--- src/rtl/resp_pkg.sv ---
// Shared definitions for the response signature compactor: FSM states and
// the default MISR polynomial and seed.
package resp_pkg;

    typedef enum logic [1:0] {
        IDLE = 2'd0,
        RUN  = 2'd1,
        DONE = 2'd2
    } state_t;

    localparam logic [31:0] CRC32_POLY   = 32'h04C11DB7;
    localparam logic [31:0] DEFAULT_SEED = 32'hFFFFFFFF;

endpackage

--- src/rtl/resp_sig_compactor_misr_step.sv ---
// One MISR step: shift left, fold the outgoing MSB back through the polynomial,
// then XOR in the response vector.
module misr_step #(
    parameter int                DATA_W = 32,
    parameter logic [DATA_W-1:0] POLY   = resp_pkg::CRC32_POLY
) (
    input  logic [DATA_W-1:0] cur,
    input  logic [DATA_W-1:0] data,
    output logic [DATA_W-1:0] nxt
);

    logic [DATA_W-1:0] fb;

    assign fb  = cur[DATA_W-1] ? POLY : '0;
    assign nxt = {cur[DATA_W-2:0], 1'b0} ^ fb ^ data;

endmodule

--- src/rtl/resp_sig_compactor.sv ---
// Compacts a stream of response vectors into a MISR signature and compares it
// against an expected value once the programmed number of vectors is in.
module resp_sig_compactor
    import resp_pkg::*;
#(
    parameter int                DATA_W = 32,
    parameter int                CNT_W  = 16,
    parameter logic [DATA_W-1:0] POLY   = CRC32_POLY,
    parameter logic [DATA_W-1:0] SEED   = DEFAULT_SEED
) (
    input  logic              clk,
    input  logic              rst_n,
    input  logic              clear,
    input  logic              start,
    input  logic [CNT_W-1:0]  num_vec,
    input  logic [DATA_W-1:0] exp_sig,
    input  logic              in_valid,
    input  logic [DATA_W-1:0] in_data,
    output logic              in_ready,
    output logic              busy,
    output logic              done,
    output logic              pass,
    output logic [DATA_W-1:0] signature,
    output logic [CNT_W-1:0]  vec_cnt
);

    state_t            state;
    logic [DATA_W-1:0] misr;
    logic [DATA_W-1:0] misr_nxt;
    logic [CNT_W-1:0]  cnt;
    logic [CNT_W-1:0]  cnt_inc;
    logic [CNT_W-1:0]  num_vec_r;
    logic [DATA_W-1:0] exp_sig_r;
    logic              pass_r;

    misr_step #(
        .DATA_W (DATA_W),
        .POLY   (POLY)
    ) u_misr_step (
        .cur  (misr),
        .data (in_data),
        .nxt  (misr_nxt)
    );

    assign cnt_inc = cnt + CNT_W'(1);

    always_ff @(posedge clk or negedge rst_n) begin
        if (!rst_n) begin
            state     <= IDLE;
            misr      <= SEED;
            cnt       <= '0;
            num_vec_r <= '0;
            exp_sig_r <= '0;
            pass_r    <= 1'b0;
        end else if (clear) begin
            // Abort keeps the partial signature and count visible for debug.
            state  <= IDLE;
            pass_r <= 1'b0;
        end else begin
            case (state)
                IDLE, DONE: begin
                    if (start) begin
                        misr      <= SEED;
                        cnt       <= '0;
                        num_vec_r <= num_vec;
                        exp_sig_r <= exp_sig;
                        if (num_vec == '0) begin
                            state  <= DONE;
                            pass_r <= (SEED == exp_sig);
                        end else begin
                            state  <= RUN;
                            pass_r <= 1'b0;
                        end
                    end
                end
                RUN: begin
                    if (in_valid) begin
                        misr <= misr_nxt;
                        cnt  <= cnt_inc;
                        // Final vector: compare against the signature it produces.
                        if (cnt_inc == num_vec_r) begin
                            state  <= DONE;
                            pass_r <= (misr_nxt == exp_sig_r);
                        end
                    end
                end
                default: state <= IDLE;
            endcase
        end
    end

    assign in_ready  = (state == RUN);
    assign busy      = (state == RUN);
    assign done      = (state == DONE);
    assign pass      = pass_r;
    assign signature = misr;
    assign vec_cnt   = cnt;

endmodule

--- config.mk ---
export PLATFORM = sky130hd
export DESIGN_NAME = resp_sig_compactor
export DESIGN_NICKNAME = d
export VERILOG_FILES = /design/src/rtl/resp_pkg.sv /design/src/rtl/resp_sig_compactor_misr_step.sv /design/src/rtl/resp_sig_compactor.sv
export SDC_FILE = /design/constraint.sdc
export NUM_CORES = 1
export LEC_CHECK = 0
export BUFFER_PORTS_ARGS = -buffer_cell sky130_fd_sc_hd__clkbuf_2
export CORE_UTILIZATION = 48
export DETAILED_ROUTE_END_ITERATION = 8
export HOLD_SLACK_MARGIN = 0.12
export PLACE_DENSITY = 0.76
export REMOVE_ABC_BUFFERS = 1
export SYNTH_ARGS = -nofsm -noshare
export SYNTH_HDL_FRONTEND = slang
export SYNTH_SLANG_ARGS = --single-unit
--- constraint.sdc ---
create_clock -name clk -period 2.55 [get_ports clk]
set_clock_uncertainty 0.15 [all_clocks]
set_input_delay 0.3825 -clock clk [delete_from_list [all_inputs] [get_ports clk]]
set_output_delay 0.3825 -clock clk [all_outputs]
set_load 0.005 [all_outputs]
### Word-level counts from Yosys, hierarchy flattened

Index checks and enable logic that the tools add are counted.

* memories: 0
* latch bits: 0
* flip-flop bits (word level): 99
* memory bits (writable): 0
* ROM bits: 0
* input bits: 85

* reduce and logical (&&, ||, !) cells: 9
* shift-type cells: 0
* $mul: 0
* $lt $le $gt $ge: 0
* bitwise logic cells: 3
* $add $sub $neg: 1
* div/mod/pow operators: 0
* muxes and demuxes: 19
* eq/ne operators: 10

Operators by type and width (count)
* 32-bit two-way mux: 2
* 32-bit one-hot mux with 2 select lines: 1
* 32-bit XOR: 2
* 32-bit == test: 1
* 32-bit == test (first input constant): 1
* 16-bit two-way mux: 2
* 16-bit one-hot mux with 2 select lines: 1
* 27-bit two-way mux: 1
* 16-bit by 1-bit adder with 16-bit output (second input constant): 1
* 16-bit == test: 1
* 16-bit zero test: 1
* 2-bit two-way mux: 5
* 4-bit AND reduction: 2
* 3-bit inequality test (second input constant): 2
* 3-bit AND reduction: 2
* 1-bit two-way mux: 5
* 2-bit inequality test (second input constant): 2
* 2-bit one-hot mux with 2 select lines: 1
* 3-bit by 2-bit inequality test with 1-bit output (second input constant): 1
* 3-bit nonzero test: 1
* 2-bit by 1-bit == test with 1-bit output (second input constant): 1
* 2-bit == test (second input constant): 1
* 2-bit zero test: 1
* 1-bit one-hot mux with 2 select lines: 1
* 3 further kinds: 3

### Logic depth before layout (Yosys ltp)

Gate-level depths: netlist of the first run.

* depth in word-level cells: 8
* gate-level depth with buffers: 9
* depth with buffers taken out: 8

### Cells and area by module

A second synthesis of the first run with hierarchy kept.

* cell total of the unflattened synthesis: 455
* area, all modules: 5400.2 um^2

By module, submodules not included
* resp_sig_compactor: instances 1, sequential area each 2517.4 um^2, area an instance 4894.7 um^2, cells each 422
* misr_step: instances 1, sequential area each 0.0 um^2, area an instance 505.5 um^2, cells each 33

### Worst setup path after synthesis of the first run

OpenSTA, ideal clock, no wires.

* kind: register -> register
* from: reg cnt[0], in the netlist vec_cnt[0]
* to: reg pass_r, in the netlist pass
* arrival: 2.226 ns
* cell stages (with the launch flop): 8
* buffers on the path: 0
* slack: 0.047 ns
* path through: dfrtp_1 ha_1 xor2_1 or4_1 nor4_1 nor4b_4 a31oi_1 mux2i_1

* cells in the longest elaborated chain, start to end: 4

Ends and longest elaborated chain
* start: declaration: line resp_sig_compactor.sv:30 `logic [CNT_W-1:0] cnt;`
* start signal: assignment: line resp_sig_compactor.sv:79 `cnt <= cnt_inc;`
* 16-bit by 1-bit adder with 16-bit output: line resp_sig_compactor.sv:45 `assign cnt_inc = cnt + CNT_W'(1);`
* 16-bit == test: line resp_sig_compactor.sv:81 `if (cnt_inc == num_vec_r) begin`
* 3-bit by 2-bit inequality test with 1-bit output (no source line)
* 4-bit AND reduction (no source line)
* end signal: assignment: line resp_sig_compactor.sv:69 `pass_r <= (SEED == exp_sig);`
* end signal: assignment: line resp_sig_compactor.sv:83 `pass_r <= (misr_nxt == exp_sig_r);`
* end: declaration: line resp_sig_compactor.sv:34 `logic pass_r;`

No other way between the ends.
A chain may end at the register's enable or synchronous reset.

### Worst setup path in the final report of the first run

Same ends and word-level chain as after synthesis.

==> flow_summary.ini, run 1 <==
[outcome]
run_status = finished clean

[yosys]
synthArstFlopShare_pct = 100
synth.yosys.seq_area_share_pct = 47.1
syn-cell-area_mm2 = 0.00535
netlist-cell-type-count = 49
yosysMostFrequentCell = sky130_fd_sc_hd__dfrtp_1
synth_top_cells_by_area = sky130_fd_sc_hd__dfrtp_1 (31%), sky130_fd_sc_hd__dfstp_2 (16%), sky130_fd_sc_hd__mux2_2 (10%)
area_share_of_the_leading_cell_type_in_the_synthesized_netlist_pct = 31.4
synth-warning-count = 0
synth.cells.most_frequent = sky130_fd_sc_hd__dfrtp_1 (67), sky130_fd_sc_hd__xnor2_1 (56), sky130_fd_sc_hd__mux2_2 (48), sky130_fd_sc_hd__nand2_1 (43), sky130_fd_sc_hd__xor2_1 (38)
synth_enable_flop_cells = 0
postSynthAreaPerCell_um2 = 10.6
postSynthCellCount = 503
postSynth.topFlopCell = sky130_fd_sc_hd__dfrtp_1
post_synthesis_cell_type_with_the_largest_combined_area = sky130_fd_sc_hd__dfrtp_1
ys_seq_elements = 99

[cells_and_area]
post_route_cells_drive_above_1_share_pct = 38.0
num_antenna_cells = 0
stdcell_area_mm2 = 0.00693
synthToLayoutAreaGrowth_pct = 29.6
nNetsFinal = 774

[clock_network]
cts_buffers = 9
cts.reportedPaths.clkPinSlew_ns = 0.09
cts-root-buf = sky130_fd_sc_hd__clkbuf_8
cts.path.max_buffers = 2
cts.sinks = 99
clock_tree.htree_level_count = 3
clkLatencyLatePin_ns = 0.39
cts_tree = yes

[floorplan]
design.core.area_mm2 = 0.0108
num_rows = 38
initial_utilization_pct = 49.3
floorplan.io_pins = 137
die_x_um = 108
design.die.area_mm2 = 0.0116
die-height_um = 108

[grt]
pin_count_of_the_biggest_net_entering_global_routing = 45
grt_usage_pct = 26.4
grt_first_pass_wirelength_um = 23100
vias_in_the_first_global_route = 4679
grt_remaining_overflow = 0
grt_antenna_before_repair = 0

[sta]
finalMaxSlewViolations = 0
max_slew.worst_pin.slew_ns = 0.654
layout_worst_path_cycle_share_pct = 95.6
fmaxAchievable_mhz = 410
report.final.hold_viol_count = 0
setup-violations-final = 0
grt_setup_unrepaired = false
period_minus_ws_final_ns = 2.44
timing.max_slew.rel_slack_pct = 56.3

[setup_path]
internal_reg_to_reg_setup_slack_ns = 0.11
crit_path_start_kind = flip-flop
timing.critical_path.cells = ha_2, xor2_1, or4_1, nor4_2, nor4b_4, a31oi_1, mux2i_1
crit_buf_inv = 0
worstPathMaxFanout = 4
critPathCaptureType = flip-flop
critPathMaxStageDelay_ns = 0.55
r2r_cells = 7
critical-path-top-delay-family = simple AND/OR/NAND/NOR gates
criticalPathCategory = flip-flop to flip-flop
arrival_ns = 2.55
critical_path.slowest_cell = sky130_fd_sc_hd__or4_1
regToRegEndpoint = pass$_DFFE_PN0P_
crit_cells = 7
worstReg2RegStart = vec_cnt[0]$_DFFE_PN0P_
worstPathRequired_ns = 2.67

[pwr]
total_power_mw = 4.78
power.density_cell_area_mw_per_mm2 = 690
seq_power_share_pct = 46.5
pwr-share-comb_pct = 32.0
clkPwrFrac_pct = 21.4
peakVddDrop_mv = 0.719
cellInternalPower_mw = 3.19
cellLeakagePower_nw = 2.93
switching_pwr_mw = 1.58
sw_frac_of_total_pct = 33.2

[placed_design]
place.detailed.hpwl_um = 10400
dpl_cell_area_mm2 = 0.00626
place.gp.congestion = 0.835
io_buffers = 136

[hold_path]
holdCritPathClass = input port to flip-flop
holdPathStages = 2
min_delay_worst_endpoint = num_vec_r[4]$_DFFE_PN0P_
hold_path.startpoint = num_vec[4]

[route]
detail_route.drc_violations = 0
detail_route.first_pass.iterations = 5
drtAntennaViolNets = 0
via_count = 4618
routed_wire_length_per_instance_um = 17.5
vias_per_instance = 5.54
wirelength_um = 14600
drt_first_iter_violations = 205

[flow_run]
drv_cap = 0
[logic make-up after synthesis]
logic type      after synthesis  synth area share, %
simple gates                147                 14.1
flops                        99                 47.1
xor+xnor                     95                 15.7
compound gates               80                 9.78
mux                          51                 10.7
buf+inv                      30                 2.39
fa+ha+maj                     1                0.234
[cell type report]
cell class	count	area, µm²
multi-input cells	374	2740
inverters	5	18.8
well taps	140	175
fillers	871	3910
flip-flops and latches	99	2520
repair buffers	199	1280
clock inverters	5	62.6
clock buffers	11	131
[registers in the layout, summed over array words and instances (netlist names)]
signal,cells
signature,32
state,2
num_vec_r,16
exp_sig_r,32
vec_cnt,16
pass,1
[per-layer routing]
layer | GRT usage [%] | up-vias | wire length [µm] | share of wire, %
li1 | - | 2144 | - | -
met1 | 32.3 | 2261 | 6020 | 41
met2 | 46.0 | 189 | 7350 | 50
met3 | 5.57 | 24 | 955 | 6.5
met4 | 9.39 | 0 | 290 | 2.0
met5 | 0 | - | 0 | 0
[worst max-delay path by stage]
stage                                      start  slack [ns]                  endpoint
after floorplan             state[0]$_DFFE_PN0P_       -0.76  exp_sig_r[0]$_DFFE_PN0P_
after global placement    vec_cnt[0]$_DFFE_PN0P_        0.04          pass$_DFFE_PN0P_
after detailed placement  vec_cnt[0]$_DFFE_PN0P_       -0.02          pass$_DFFE_PN0P_
after CTS                 vec_cnt[0]$_DFFE_PN0P_        0.05          pass$_DFFE_PN0P_
after global routing      vec_cnt[0]$_DFFE_PN0P_       0.001          pass$_DFFE_PN0P_
final                     vec_cnt[0]$_DFFE_PN0P_        0.11          pass$_DFFE_PN0P_
[power groups by stage]
stage | clock [mW] | combinational, mW | sequential, mW
2_1_floorplan | 0 | 0.930 | 2.22
4_1_cts | 1.04 | 1.52 | 2.22
3_3_place_gp | 0 | 1.42 | 2.22
3_5_place_dp | 0 | 1.46 | 2.24
5_1_grt | 1.09 | 1.66 | 2.26
6_report | 1.02 | 1.53 | 2.22
[stage by stage]
step                      setup TNS [ns]  setup WS [ns]  instances  hold slack [ns]  utilization, %
after floorplan                   -55.91         -0.761        478          -0.0631               -
after global routing                   0        0.00113        833            0.127            63.9
final                                  0          0.113        833            0.122            63.9
after detailed placement         -0.0176        -0.0176        772            0.259            57.8
after CTS                              0         0.0528        833            0.121            63.7
after global placement                 0         0.0380        772            0.252            57.8
[what timing repair did]
item                                    in CTS  in global routing
buffers inserted                             0                  0
hold endpoints to repair                    76                  0
pin swaps                                    1                  2
hold buffers                                45                  0
gates resized for setup                      0                  7
endpoints found under the setup margin       1                  2
[layout by cell type (no fill, tap or decap), types with 3 or more instances in the layout]
master	Yosys	routed
sky130_fd_sc_hd__a21oi_1	22	21
sky130_fd_sc_hd__a31oi_1	5	5
sky130_fd_sc_hd__and3_1	6	5
sky130_fd_sc_hd__buf_4	1	18
sky130_fd_sc_hd__clkbuf_2	0	135
sky130_fd_sc_hd__clkbuf_8	0	9
sky130_fd_sc_hd__dfrtp_1	67	67
sky130_fd_sc_hd__dfstp_2	32	32
sky130_fd_sc_hd__dlygate4sd3_1	0	45
sky130_fd_sc_hd__inv_1	5	5
sky130_fd_sc_hd__mux2_2	48	48
sky130_fd_sc_hd__mux2i_1	3	3
sky130_fd_sc_hd__nand2_1	43	43
sky130_fd_sc_hd__nand3_1	7	7
sky130_fd_sc_hd__nand4_1	16	16
sky130_fd_sc_hd__nor2_1	35	34
sky130_fd_sc_hd__nor2b_1	4	4
sky130_fd_sc_hd__nor3_1	5	5
sky130_fd_sc_hd__nor3b_1	3	3
sky130_fd_sc_hd__nor4_1	12	11
sky130_fd_sc_hd__o21ai_0	19	18
sky130_fd_sc_hd__o22a_1	14	14
sky130_fd_sc_hd__o31ai_1	6	6
sky130_fd_sc_hd__xnor2_1	56	56
sky130_fd_sc_hd__xor2_1	38	38
Power figures use the tool's default switching activity.
==> inputs of run 2 (changes only) <==
--- a/config.mk
+++ b/config.mk
@@ -10,7 +10,9 @@
 export DETAILED_ROUTE_END_ITERATION = 8
 export HOLD_SLACK_MARGIN = 0.12
 export PLACE_DENSITY = 0.76
+export RECOVER_POWER = 25
 export REMOVE_ABC_BUFFERS = 1
+export SETUP_SLACK_MARGIN = 0.2
 export SYNTH_ARGS = -nofsm -noshare
 export SYNTH_HDL_FRONTEND = slang
 export SYNTH_SLANG_ARGS = --single-unit
==> flow_summary.ini, run 2 (synthesis gave the netlist of run 1 again) <==
[setup_path]
crit_path_start_kind = flip-flop
crit_buf_inv = 2
critPathCaptureType = flip-flop
regToRegEndpoint = state[0]$_DFFE_PN0P_
r2r_cells = 9
critPathMaxStageDelay_ns = 0.53
critical_path.slowest_cell = sky130_fd_sc_hd__or4_4
critical-path-top-delay-family = simple AND/OR/NAND/NOR gates
worstPathMaxFanout = 6
internal_reg_to_reg_setup_slack_ns = 0.14
arrival_ns = 2.52
worstReg2RegStart = vec_cnt[0]$_DFFE_PN0P_
timing.critical_path.cells = buf_6, nand3_4, xnor2_2, or4_4, nor4_2, nor4b_4, buf_4, nand2_1, o2bb2ai_1
criticalPathCategory = flip-flop to flip-flop
worstPathRequired_ns = 2.66

[floorplan]
initial_utilization_pct = 49.3
design.core.area_mm2 = 0.0108
design.die.area_mm2 = 0.0116
num_rows = 38
floorplan.io_pins = 137
die-height_um = 108
die_x_um = 108

[sta]
setup_ws_ns = 0.140
report.final.hold_viol_count = 0
period_minus_ws_final_ns = 2.41
layout_worst_path_cycle_share_pct = 94.5
timing.max_slew.rel_slack_pct = 31.7
finalMaxSlewViolations = 0
max_slew.worst_pin.slew_ns = 1.02
tns_ns = 0
grt_setup_unrepaired = true
setup-violations-final = 0
fmaxAchievable_mhz = 415

[placed_design]
place.detailed.hpwl_um = 10400
detailedPlace.worstSlack_ns = -0.0176
io_buffers = 136
numPlacedInstances = 772
place.gp.congestion = 0.835
dpl_cell_area_mm2 = 0.00626

[flow_run]
drv_cap = 0

[pwr]
sw_frac_of_total_pct = 33.2
power.density_cell_area_mw_per_mm2 = 689
cellLeakagePower_nw = 2.96
total_power_mw = 4.82
peakVddDrop_mv = 0.719
cellInternalPower_mw = 3.22
seq_power_share_pct = 46.3
pwr-share-comb_pct = 32.5
clkPwrFrac_pct = 21.2
switching_pwr_mw = 1.60

[hold_path]
hold_path.startpoint = num_vec[4]
holdCritPathClass = input port to flip-flop
holdPathStages = 2
min_delay_worst_endpoint = num_vec_r[4]$_DFFE_PN0P_

[grt]
grt_remaining_overflow = 0
grt_first_pass_wirelength_um = 23300
grt_antenna_before_repair = 0
grt_usage_pct = 26.6
pin_count_of_the_biggest_net_entering_global_routing = 45
vias_in_the_first_global_route = 4697

[route]
wirelength_um = 14800
routed_wire_length_per_instance_um = 17.6
drtAntennaViolNets = 0
detail_route.drc_violations = 0
drt_first_iter_violations = 260
vias_per_instance = 5.57
via_count = 4665
detail_route.first_pass.iterations = 5

[cells_and_area]
fin_cells = 838
stdcell_area_mm2 = 0.00699
synthToLayoutAreaGrowth_pct = 30.8
num_antenna_cells = 0
layout.cells.most_common_list = sky130_fd_sc_hd__clkbuf_2 (137), sky130_fd_sc_hd__dfrtp_1 (66), sky130_fd_sc_hd__xnor2_1 (55)
post_route_cells_drive_above_1_share_pct = 39.0
nNetsFinal = 779
most_common_cell_after_layout_fill_and_taps_aside = sky130_fd_sc_hd__clkbuf_2
fillCellCount = 869

[clock_network]
cts-root-buf = sky130_fd_sc_hd__clkbuf_8
cts.sinks = 99
clkLatencyLatePin_ns = 0.38
cts.reportedPaths.clkPinSlew_ns = 0.09
cts_buffers = 9
clock_tree.htree_level_count = 3
cts_tree = yes
cts.path.max_buffers = 2

[outcome]
run_status = finished clean
run 2: final cells by class:
cell class	count	area, µm²	area share, %
multi-input cells	374	2780	39.7
flip-flops and latches	99	2520	36.0
repair buffers	204	1310	18.7
well taps	140	175	2.50
clock buffers	11	131	1.88
clock inverters	5	62.6	0.895
inverters	5	18.8	0.268
run 2: worst max-delay path by stage:
stage | slack [ns] | to | startpoint | cells after the start
4_1_cts | 0.17 | pass$_DFFE_PN0P_ | vec_cnt[0]$_DFFE_PN0P_ | 8
5_1_grt | 0.05 | pass$_DFFE_PN0P_ | vec_cnt[8]$_DFFE_PN0P_ | 7
3_3_place_gp | 0.04 | pass$_DFFE_PN0P_ | vec_cnt[0]$_DFFE_PN0P_ | 7
6_report | 0.14 | state[0]$_DFFE_PN0P_ | vec_cnt[0]$_DFFE_PN0P_ | 9
3_5_place_dp | -0.02 | pass$_DFFE_PN0P_ | vec_cnt[0]$_DFFE_PN0P_ | 7
2_1_floorplan | -0.76 | exp_sig_r[0]$_DFFE_PN0P_ | state[0]$_DFFE_PN0P_ | 3
run 2: worst register-to-register path, delay by kind of cell, from the launching register on:
family,cells,cell delay (ns)
compound gates,1,0.11
buf+inv,2,0.32
flops,1,0.42
xor+xnor,1,0.15
simple gates,5,1.15
run 2: layer usage:
| metal | GRT usage [%] | wire [µm] | vias up |
|---|---|---|---|
| met5 | 0 | 0 | - |
| met3 | 5.57 | 1020 | 26 |
| met4 | 9.39 | 291 | 0 |
| met2 | 46.6 | 7480 | 207 |
| li1 | - | - | 2151 |
| met1 | 32.2 | 6000 | 2281 |
run 2: per-stage QoR:
step                      utilization, %  hold slack, ns
after global placement              57.8           0.252
after CTS                           64.3           0.121
after global routing                64.5           0.127
after floorplan                        -         -0.0631
after detailed placement            57.8           0.259
final                               64.5           0.124
run 2: repair_timing:
item | in CTS | in global routing
setup endpoints to repair | 3 | 3
pin swaps | 6 | 4
hold endpoints to repair | 76 | 0
gates resized for setup | 8 | 6
hold buffers | 45 | 0
buffers inserted | 4 | 1
cloned | 0 | 0
run 2: power by group through the flow:
stage / Sequential (mW) / Combinational, mW / Clock, mW
after floorplan: 2.22 / 0.930 / 0
after global placement: 2.22 / 1.42 / 0
after detailed placement: 2.24 / 1.46 / 0
after CTS: 2.22 / 1.55 / 1.04
after global routing: 2.27 / 1.69 / 1.09
final: 2.23 / 1.57 / 1.02
